`src/rtl/jstk_pkg.sv`:
```
// rtl/jstk_pkg.sv - shared joystick frame constants, state enum and frame byte helper
package jstk_pkg;

    localparam int JSTK_FRAME_BYTES = 5;
    localparam int JSTK_AXIS_W      = 10;
    localparam int JSTK_BTN_W       = 3;

    localparam logic [2:0] JSTK_B_XLO = 3'd0;
    localparam logic [2:0] JSTK_B_XHI = 3'd1;
    localparam logic [2:0] JSTK_B_YLO = 3'd2;
    localparam logic [2:0] JSTK_B_YHI = 3'd3;
    localparam logic [2:0] JSTK_B_BTN = 3'd4;

    typedef enum logic {
        IDLE   = 1'b0,
        ACTIVE = 1'b1
    } jstk_state_e;

    typedef struct packed {
        logic [JSTK_AXIS_W-1:0] x;
        logic [JSTK_AXIS_W-1:0] y;
        logic [JSTK_BTN_W-1:0]  btn;
    } jstk_sample_t;

    // Indices past the last defined byte read as zero so over-reads return 8'h00.
    function automatic logic [7:0] jstk_frame_byte(input jstk_sample_t s, input logic [2:0] idx);
        case (idx)
            JSTK_B_XLO: return s.x[7:0];
            JSTK_B_XHI: return {6'b0, s.x[9:8]};
            JSTK_B_YLO: return s.y[7:0];
            JSTK_B_YHI: return {6'b0, s.y[9:8]};
            JSTK_B_BTN: return {5'b0, s.btn};
            default:    return 8'h00;
        endcase
    endfunction

endpackage

```
`src/rtl/spi_jstk_responder_if.sv`:
```
// rtl/spi_jstk_responder_if.sv - SPI link bundle (SCK/CS/MOSI/MISO) with master/slave views
interface spi_jstk_responder_if;

    logic spi_sck;
    logic spi_cs;
    logic spi_mosi;
    logic spi_miso;

    modport master (
        output spi_sck,
        output spi_cs,
        output spi_mosi,
        input  spi_miso
    );

    modport slave (
        input  spi_sck,
        input  spi_cs,
        input  spi_mosi,
        output spi_miso
    );

endinterface

```
`src/rtl/spi_in_sync.sv`:
```
// rtl/spi_in_sync.sv - multi-stage input synchronizer with rise/fall edge detection
module spi_in_sync #(
    parameter int STAGES = 2
) (
    input  logic clk,
    input  logic rst,
    input  logic d_i,
    output logic q_o,
    output logic rise_o,
    output logic fall_o
);

    logic [STAGES-1:0] sync_q;
    logic              hist_q;

    // Reset to 0 so a CS already low when reset drops is not mistaken for a new CS fall.
    always_ff @(posedge clk) begin
        if (rst) begin
            sync_q <= '0;
            hist_q <= 1'b0;
        end else begin
            sync_q <= {sync_q[STAGES-2:0], d_i};
            hist_q <= sync_q[STAGES-1];
        end
    end

    assign q_o    = sync_q[STAGES-1];
    assign rise_o = sync_q[STAGES-1] & ~hist_q;
    assign fall_o = ~sync_q[STAGES-1] & hist_q;

endmodule

```
`src/rtl/spi_jstk_responder.sv`:
```
// rtl/spi_jstk_responder.sv - SPI mode-0 slave returning a joystick frame; err_cnt enabled by SPI_RESP_ERR_CNT_EN
module spi_jstk_responder
    import jstk_pkg::*;
#(
    parameter int FRAME_BYTES = JSTK_FRAME_BYTES,
    parameter int SYNC_STAGES = 2
) (
    input  logic                   clk,
    input  logic                   rst,
    spi_jstk_responder_if.slave    spi,
    input  logic [JSTK_AXIS_W-1:0] x_val,
    input  logic [JSTK_AXIS_W-1:0] y_val,
    input  logic [JSTK_BTN_W-1:0]  buttons,
    output logic [7:0]             cmd_byte,
    output logic                   cmd_valid,
    output logic [2:0]             byte_idx,
    output logic                   frame_done,
    output logic                   frame_err,
    output logic [7:0]             err_cnt
);

    localparam logic [3:0] FRAME_LIMIT = 4'(FRAME_BYTES);

    logic sck_s, sck_rise, sck_fall;
    logic cs_s, cs_rise, cs_fall;
    logic mosi_s, mosi_rise, mosi_fall;

    spi_in_sync #(.STAGES(SYNC_STAGES)) u_sync_sck (
        .clk    (clk),
        .rst    (rst),
        .d_i    (spi.spi_sck),
        .q_o    (sck_s),
        .rise_o (sck_rise),
        .fall_o (sck_fall)
    );

    spi_in_sync #(.STAGES(SYNC_STAGES)) u_sync_cs (
        .clk    (clk),
        .rst    (rst),
        .d_i    (spi.spi_cs),
        .q_o    (cs_s),
        .rise_o (cs_rise),
        .fall_o (cs_fall)
    );

    spi_in_sync #(.STAGES(SYNC_STAGES)) u_sync_mosi (
        .clk    (clk),
        .rst    (rst),
        .d_i    (spi.spi_mosi),
        .q_o    (mosi_s),
        .rise_o (mosi_rise),
        .fall_o (mosi_fall)
    );

    logic unused_sync;
    assign unused_sync = ^{sck_s, cs_s, mosi_rise, mosi_fall};

    jstk_state_e  state_q;
    jstk_sample_t snap_q;
    logic [7:0]   tx_q;
    logic [7:0]   rx_q;
    logic [2:0]   bit_cnt_q;
    logic [2:0]   byte_cnt_q;
    logic         miso_q;
    logic [7:0]   cmd_byte_q;
    logic         cmd_valid_q;
    logic [2:0]   byte_idx_q;
    logic         frame_done_q;
    logic         frame_err_q;

    jstk_sample_t live_s;
    logic [7:0]   first_byte;
    logic [7:0]   next_byte;
    logic [7:0]   rx_next;
    logic [2:0]   byte_cnt_inc;

    assign live_s       = '{x: x_val, y: y_val, btn: buttons};
    assign first_byte   = jstk_frame_byte(live_s, JSTK_B_XLO);
    assign next_byte    = ({1'b0, byte_cnt_q} < FRAME_LIMIT) ? jstk_frame_byte(snap_q, byte_cnt_q) : 8'h00;
    assign rx_next      = {rx_q[6:0], mosi_s};
    assign byte_cnt_inc = (byte_cnt_q == 3'd7) ? 3'd7 : byte_cnt_q + 3'd1;

    // CS rise is checked first so an SCK edge landing in the same synced cycle is dropped.
    always_ff @(posedge clk) begin
        if (rst) begin
            state_q      <= IDLE;
            snap_q       <= '0;
            tx_q         <= '0;
            rx_q         <= '0;
            bit_cnt_q    <= '0;
            byte_cnt_q   <= '0;
            miso_q       <= 1'b0;
            cmd_byte_q   <= '0;
            cmd_valid_q  <= 1'b0;
            byte_idx_q   <= '0;
            frame_done_q <= 1'b0;
            frame_err_q  <= 1'b0;
        end else begin
            cmd_valid_q  <= 1'b0;
            frame_done_q <= 1'b0;
            frame_err_q  <= 1'b0;
            case (state_q)
                IDLE: begin
                    miso_q <= 1'b0;
                    if (cs_fall) begin
                        snap_q     <= live_s;
                        tx_q       <= first_byte;
                        miso_q     <= first_byte[7];
                        rx_q       <= '0;
                        bit_cnt_q  <= '0;
                        byte_cnt_q <= '0;
                        state_q    <= ACTIVE;
                    end
                end
                ACTIVE: begin
                    if (cs_rise) begin
                        state_q <= IDLE;
                        miso_q  <= 1'b0;
                        if (bit_cnt_q != 3'd0) begin
                            frame_err_q <= 1'b1;
                        end else if (byte_cnt_q != 3'd0) begin
                            frame_done_q <= 1'b1;
                        end
                    end else if (sck_rise) begin
                        rx_q <= rx_next;
                        if (bit_cnt_q == 3'd7) begin
                            cmd_byte_q  <= rx_next;
                            cmd_valid_q <= 1'b1;
                            byte_idx_q  <= byte_cnt_q;
                            byte_cnt_q  <= byte_cnt_inc;
                            bit_cnt_q   <= '0;
                        end else begin
                            bit_cnt_q <= bit_cnt_q + 3'd1;
                        end
                    end else if (sck_fall) begin
                        if (bit_cnt_q != 3'd0) begin
                            tx_q   <= {tx_q[6:0], 1'b0};
                            miso_q <= tx_q[6];
                        end else begin
                            tx_q   <= next_byte;
                            miso_q <= next_byte[7];
                        end
                    end
                end
                default: begin
                    state_q <= IDLE;
                    miso_q  <= 1'b0;
                end
            endcase
        end
    end

`ifdef SPI_RESP_ERR_CNT_EN
    logic [7:0] err_cnt_q;

    always_ff @(posedge clk) begin
        if (rst) begin
            err_cnt_q <= '0;
        end else if (frame_err_q && (err_cnt_q != 8'hFF)) begin
            err_cnt_q <= err_cnt_q + 8'd1;
        end
    end

    assign err_cnt = err_cnt_q;
`else
    assign err_cnt = 8'h00;
`endif

    assign spi.spi_miso = miso_q;
    assign cmd_byte     = cmd_byte_q;
    assign cmd_valid    = cmd_valid_q;
    assign byte_idx     = byte_idx_q;
    assign frame_done   = frame_done_q;
    assign frame_err    = frame_err_q;

endmodule

```
`src/flat_wrapper.sv`:
```
// flat-port wrapper written by rule: the top's interface ports become plain ports
module spi_jstk_responder_flat import jstk_pkg::*;
#(
    parameter int FRAME_BYTES = JSTK_FRAME_BYTES,
    parameter int SYNC_STAGES = 2
)
  (clk, rst, x_val, y_val, buttons, cmd_byte, cmd_valid, byte_idx, frame_done, frame_err, err_cnt, spi_spi_sck, spi_spi_cs, spi_spi_mosi, spi_spi_miso);
  spi_jstk_responder_if spi_i ();
  input  logic clk;
  input  logic rst;
  input  logic [JSTK_AXIS_W-1:0] x_val;
  input  logic [JSTK_AXIS_W-1:0] y_val;
  input  logic [JSTK_BTN_W-1:0] buttons;
  output logic [7:0] cmd_byte;
  output logic cmd_valid;
  output logic [2:0] byte_idx;
  output logic frame_done;
  output logic frame_err;
  output logic [7:0] err_cnt;
  input wire logic [$bits(spi_i.spi_sck)-1:0] spi_spi_sck;
  input wire logic [$bits(spi_i.spi_cs)-1:0] spi_spi_cs;
  input wire logic [$bits(spi_i.spi_mosi)-1:0] spi_spi_mosi;
  output wire logic [$bits(spi_i.spi_miso)-1:0] spi_spi_miso;
  assign spi_i.spi_sck = spi_spi_sck;
  assign spi_i.spi_cs = spi_spi_cs;
  assign spi_i.spi_mosi = spi_spi_mosi;
  assign spi_spi_miso = spi_i.spi_miso;
  spi_jstk_responder #(.FRAME_BYTES(FRAME_BYTES), .SYNC_STAGES(SYNC_STAGES)) u_core (.clk(clk), .rst(rst), .spi(spi_i), .x_val(x_val), .y_val(y_val), .buttons(buttons), .cmd_byte(cmd_byte), .cmd_valid(cmd_valid), .byte_idx(byte_idx), .frame_done(frame_done), .frame_err(frame_err), .err_cnt(err_cnt));
endmodule
```
`config.mk`:
```
export PLATFORM = sky130hd
export DESIGN_NAME = spi_jstk_responder_flat
export DESIGN_NICKNAME = d
export VERILOG_FILES = /design/src/rtl/jstk_pkg.sv /design/src/rtl/spi_jstk_responder_if.sv /design/src/rtl/spi_in_sync.sv /design/src/rtl/spi_jstk_responder.sv /design/src/flat_wrapper.sv
export SDC_FILE = /design/constraint.sdc
export NUM_CORES = 1
export LEC_CHECK = 0
export BUFFER_PORTS_ARGS = -buffer_cell sky130_fd_sc_hd__buf_2
export CAP_MARGIN = 20
export CORE_ASPECT_RATIO = 1.1
export CORE_MARGIN = 2
export CORE_UTILIZATION = 35
export DETAILED_ROUTE_END_ITERATION = 8
export SLEW_MARGIN = 20
export SYNTH_ARGS = -nofsm -noshare
export SYNTH_HDL_FRONTEND = slang
export SYNTH_SLANG_ARGS = --single-unit
```
`constraint.sdc`:
```
create_clock -name clk -period 1.7 [get_ports clk]
set_input_delay 0.17 -clock clk [delete_from_list [all_inputs] [get_ports clk]]
set_output_delay 0.17 -clock clk [all_outputs]
set_load 0.02 [all_outputs]
```
# After elaboration in Yosys (flattened, before gate mapping)
# Index checks and enable logic that the tools add are counted.
[op_classes] n_mux=34 order_cmp=1 add_sub_neg=2 n_reduce_logical=12 bitwise=11 n_eq_ne=14
[ops] op="$mux W7" count=8
[ops] op="$pmux W8 S5" count=1
[ops] op="$pmux W7 S2" count=2
[ops] op="$mux W3" count=8
[ops] op="$pmux W3 S2" count=2
[ops] op="$reduce_and A4 Y1" count=3
[ops] op="$mux W1" count=10
[ops] op="$eq A3 B3 Y1 const B" count=3
[ops] op="$mux W8" count=1
[ops] op="$reduce_or A4 Y1" count=2
[ops] op="$not A1 Y1" count=7
[ops] op="$add A3 B1 Y3 const B" count=2
[ops] op="$eq A3 B2 Y1 const B" count=2
[ops] op="$ne A2 B1 Y1 const B" count=3
[ops] op="$ne A2 B2 Y1 const B" count=3
[ops] op="$reduce_bool A3 Y1" count=2
[ops] op="$and A1 B1 Y1" count=4
[ops] op="$pmux W1 S2" count=2
[ops] op="$reduce_and A2 Y1" count=2
[ops] op="$eq A3 B1 Y1 const B" count=1
[ops] op="$logic_not A3 Y1" count=1
[ops] op="$lt A3 B3 Y1 const B" count=1
[ops] op="$ne A3 B1 Y1 const B" count=1
[ops] op="$ne A3 B3 Y1 const B" count=1
[ops] op="2 further kinds" count=2
[totals] out_inout_bits=23 ff_bits=67

# Logic depth before layout (Yosys ltp)
[depth] depth_word=8 ltp_mapped=7

# Modules after synthesis
# A second synthesis with hierarchy kept.
[hier_totals] cells_unflattened=346 hier_area_um2=2846.5
[modules_own_cells] mod="spi_jstk_responder" cells_per_inst=322 instances=1 area_each_um2=2572.5
[modules_own_cells] mod="spi_in_sync" cells_per_inst=8 instances=3 area_each_um2=91.3

# Worst setup path before layout
# OpenSTA, ideal clock, no wires.
[synth_timing] kind="reg-to-reg" startpoint="register u_core.byte_cnt_q[0]" endpoint="register u_core.tx_q[5]" stages_incl_launch_ff=8 path_buffers=1 path_slack_ps=-115 arrival_time_ps=1683 synth_period_minus_slack_ps=1815 path_cell_list="dfxtp_1 -> inv_1 -> ha_1 -> buf_2 -> nor4_1 -> nor3_1 -> a221oi_1 -> o41ai_1"
[synth_between] elab_chain_len=8 elab_cells_between_ends=13 classes_between="order compare: 1; eq/ne: 4; mux: 7; reduce/logical: 1"
[synth_lines] element="from (decl)" line="spi_jstk_responder.sv:63" text="logic [2:0] byte_cnt_q;"
[synth_lines] element="from (signal assigned)" line="spi_jstk_responder.sv:130" text="byte_cnt_q <= byte_cnt_inc;"
[synth_lines] element="$eq A3 B3 Y1 (tied with other cells)" line="jstk_pkg.sv:27" text="case (idx)"
[synth_lines] element="$pmux W8 S5" line="jstk_pkg.sv:27"
[synth_lines] element="$mux W8 (*)" line="spi_jstk_responder.sv:79" text="assign next_byte = ({1'b0, byte_cnt_q} < FRAME_LIMIT) ? jstk_frame_byte(snap_q, byte_cnt_q) : 8'h00;"
[synth_lines] element="$mux W7 (*)" line="spi_jstk_responder.sv:136" text="if (bit_cnt_q != 3'd0) begin"
[synth_lines] element="$mux W7 (*)" line="spi_jstk_responder.sv:135" text="end else if (sck_fall) begin"
[synth_lines] element="$mux W7 (*)" line="spi_jstk_responder.sv:124" text="end else if (sck_rise) begin"
[synth_lines] element="$mux W7 (*)" line="spi_jstk_responder.sv:116" text="if (cs_rise) begin"
[synth_lines] element="$pmux W7 S2 (*)" line="spi_jstk_responder.sv:102" text="case (state_q)"
[synth_lines] element="to (signal assigned)" line="spi_jstk_responder.sv:107" text="tx_q <= first_byte;"
[synth_lines] element="to (signal assigned)" line="spi_jstk_responder.sv:137" text="tx_q <= {tx_q[6:0], 1'b0};"
[synth_lines] element="to (signal assigned)" line="spi_jstk_responder.sv:140" text="tx_q <= next_byte;"
[synth_lines] element="to (decl)" line="spi_jstk_responder.sv:60" text="logic [7:0] tx_q;"
# Every way passes the cells marked *; elsewhere a longest branch is shown, timed or not. The select of a mux whose other input is x is not followed.
# A chain may end at the register's enable or synchronous reset.

# Final worst setup path
[layout_timing] startpoint="register u_core.byte_cnt_q[1]" endpoint="register u_core.tx_q[4]"
# The elaborated chain is that of the path after synthesis.

==> metrics.md <==
| Metric | Value |
|---|---|
| Post-route cell area | `3550 µm²` |
| Post-Route Setup TNS | `0 ns` |
| Multi-input gate area | `1400 µm²` |
| Final Setup Violations | `0` |
| Post-synthesis adder-cell area fraction | `3.08%` |
| Final period util | `98.0%` |
| Full die area | `8850 µm²` |
| # fillers | `844` |
| Min Tclk post-route | `1.67 ns` |
| I/O pin total | `51` |
| Area fraction in compound gates after synthesis | `19.5%` |
| Clock buffers created by TritonCTS | `9` |
| Port Buffer Count | `42` |
| Starting Density | `35.9%` |
| Cell count after placement | `488` |
| GRT Util Overall | `15.7%` |
| Routed length per instance | `13.0 µm` |
| Mapped Cells | `341` |
| FP Rows | `34` |
| Vias in the first global route | `2,388` |
| Maximum Capacitance Violations | `0` |
| Worst path slowest cell | `dfxtp_2` |
| Commonest non-fill, non-tap cells in the layout | `nand2_1 (81), dfxtp_1 (65), a21oi_1 (54)` |
| Final Hold Viols | `0` |
| Largest family of logic cells by synthesized area | `simple AND/OR/NAND/NOR gates` |
| CTS tree | `done` |
| # hold bufs at CTS | `0` |
| Critical path, cell by cell | `inv_2 -> ha_4 -> buf_4 -> nor4_4 -> nor3_1 -> buf_4 -> a221oi_2 -> o41ai_1` |
| Worst hold slack | `0.0403 ns` |
| CORE AREA | `7910 µm²` |
| Final Slew Violations | `0` |
| Post-Synth Simple-Gate Area | `22.6%` |
| Final Skew | `0.00423 ns` |
| Final Util | `44.9%` |
| Post-synthesis xor/xnor area fraction | `0%` |
| Worst setup margin | `0.0336 ns` |
| Antenna viol nets, final | `0` |
| GRT Residual Overflow | `0` |
| CTS H-Tree Depth | `3` |
| Critical Path AT | `1.89 ns` |
| Critical path capture point type | `flop` |
| Hold Path End | `u_core.u_sync_mosi.sync_q[0]` |
| Register Area | `1340 µm²` |
| Distinct cells, synth | `39` |
| Cell area power density | `894 nW/µm²` |
| Initial antenna violation count | `0` |
| Worst VDD drop | `0.475 mV` |
| F_max | `600 MHz` |
| HP Start | `spi_spi_mosi` |
| P_leak | `1.35 nW` |
| DRT Pass-1 Iters | `4` |
| Synthesis-to-finish area growth | `25.1%` |
| Root Driver | `clkbuf_8` |
| Crit Reg-Reg Startpoint | `u_core.byte_cnt_q[1]` |
| Largest net degree at the start of global routing | `65` |
| Commonest non-fill, non-tap cell in the layout | `nand2_1` |
| Sequential element share of the synthesized area | `47.2%` |
| Latest clock arrival within the worst-skew pair | `0.34 ns` |
| Post-Syn Area | `2840 µm²` |
| R2R Setup Slk | `0.03 ns` |
| Mux contribution to synthesized area | `0%` |
| Die width | `89.9 µm` |
| Share of layout cells above drive strength 1 | `26.3%` |
| Vias per inst | `4.84` |
| WP data required | `1.92 ns` |
| Most frequent CP cell | `buf_4` |
| Crit start category | `flop` |
| Area after DPL | `3250 µm²` |
| Sink Count | `67` |
| Status | `finished clean` |
| Die height | `98.5 µm` |
| Worst-path clk slew | `0.07 ns` |
| Total Wirelength | `6.60 mm` |
| Final cell count without fillers | `507` |
| Final HPWL DP | `4.43 mm` |
| Largest fanout on the critical path | `5` |
| DR vias | `2,453` |
| First-pass GRT wire length | `11.3 mm` |
| Hold Path Depth | `2` |
| Setup CP Type | `reg2reg` |
| FF+latch count, synth | `67` |
| Max-slew headroom at the worst pin | `64.7%` |
| Syn avg cell area | `8.33 µm²` |
| Unrepaired setup endpoints after global routing | `true` |
| Max clock buf depth | `2` |
| Number of remaining DRC errors | `0` |
| Critical Path Max Stage Delay | `0.34 ns` |
| End of the worst register-to-register path | `u_core.tx_q[4]` |
| Synth warn | `0` |
| Reg2reg path depth | `8` |
| ANT cells | `0` |
| Pre-CTS worst setup slack | `-0.107 ns` |
| DR iter-0 viols | `93` |
| Worst slew pin tran | `0.529 ns` |
| Routability cong. | `0.780` |
| Layout Nets | `429` |
| Total Power | `3.18 mW` |
| Worst hold path type | `in2reg` |
## report_power, final
| part | internal [mW] | total [mW] | switching, mW |
|---|---|---|---|
| Combinational | 0.0673 | 0.174 | 0.106 |
| Clock | 0.792 | 1.40 | 0.604 |
| Sequential | 1.59 | 1.61 | 0.0143 |
| Total | 2.45 | 3.18 | 0.724 |
## area by class of cell
| cell class | count | area share [%] |
|---|---|---|
| clock buffer | 12 | 4.65 |
| clock inverter | 4 | 1.34 |
| inverter | 8 | 0.845 |
| multi-input combinational | 238 | 39.4 |
| sequential | 67 | 37.8 |
| tap | 108 | 3.80 |
| timing repair buffer | 70 | 12.2 |
## registers in the layout, indices dropped and copies added, names as in the netlist
| name | cells |
|---|---|
| u_core.snap_q | 23 |
| u_core.cmd_valid | 1 |
| u_core.spi.spi_miso | 1 |
| u_core.tx_q | 7 |
| u_core.state_q | 1 |
| u_core.frame_err | 1 |
| u_core.frame_done | 1 |
| u_core.u_sync_cs.hist_q | 1 |
| u_core.byte_cnt_q | 3 |
| u_core.bit_cnt_q | 3 |
| u_core.u_sync_sck.sync_q | 2 |
| u_core.cmd_byte | 8 |
| u_core.u_sync_cs.sync_q | 2 |
| u_core.rx_q | 7 |
| u_core.u_sync_mosi.sync_q | 2 |
| u_core.u_sync_sck.hist_q | 1 |
| u_core.byte_idx | 3 |
## metal layers
layer  wire [µm]  track usage, %
met4         114            5.68
met3         274            4.43
met2        3070            25.2
met5           0               0
met1        3140            20.4
## synth_stat cells
library cell,count,area [µm²]
buf_6,1,11.3
buf_1,2,7.51
a2111oi_2,1,15.0
nor3b_4,1,18.8
a211oi_1,1,7.51
conb_1,1,3.75
a22oi_1,6,45.0
o21ai_0,3,15.0
o41ai_1,4,35.0
nand2_1,81,304
buf_4,9,67.6
a221oi_1,5,43.8
or3b_1,1,8.76
nand2b_1,4,25.0
a32o_1,1,10.0
dfxtp_1,67,1340
and4_1,1,8.76
nand3_1,4,20.0
nor2b_1,12,75.1
nor3_1,4,20.0
and3_1,2,12.5
o211ai_1,3,22.5
or3_1,1,6.26
a21oi_1,54,270
nor4_1,1,6.26
nor2_1,6,22.5
nand3b_1,6,45.0
buf_2,6,30.0
inv_1,8,30.0
a21o_1,1,7.51
a31oi_2,1,12.5
or4_1,1,7.51
nand4_1,10,62.6
a22o_1,5,43.8
clkbuf_1,17,63.8
o31ai_1,1,7.51
a211oi_2,1,12.5
ha_1,7,87.6
a31oi_1,1,6.26
## cell families after synthesis
kind of cell,after synthesis
compound gates,88
fa+ha+maj,7
buf+inv,43
flops,67
other cells,1
simple gates,135
## worst max-delay path, delay by kind of cell, from the launching register on
kind	cells	cell delay, ns
AOI/OAI and AO/OA	2	0.32
adders and majority gates	1	0.15
buffers and inverters	3	0.37
DFF	1	0.34
and+or+nand+nor	2	0.35
## repair_timing
item,CTS,global route
setup endpoints to repair,2,28
setup buffers,3,0
gates resized for setup,8,8
pin swaps,6,5
gates cloned,0,0
## worst max-delay path by stage
stage,start,end,slack [ns]
finish,u_core.byte_cnt_q[1],u_core.tx_q[4],0.03
CTS,u_core.byte_cnt_q[1],u_core.tx_q[0],-0.02
global placement,u_core.byte_cnt_q[1],u_core.tx_q[2],0.0003
floorplan,u_core.byte_cnt_q[0],u_core.tx_q[2],-0.01
global route,u_core.byte_cnt_q[1],u_core.tx_q[4],-0.07
detailed placement,u_core.byte_cnt_q[1],u_core.tx_q[2],-0.11
(Power assumes the default switching activity.)
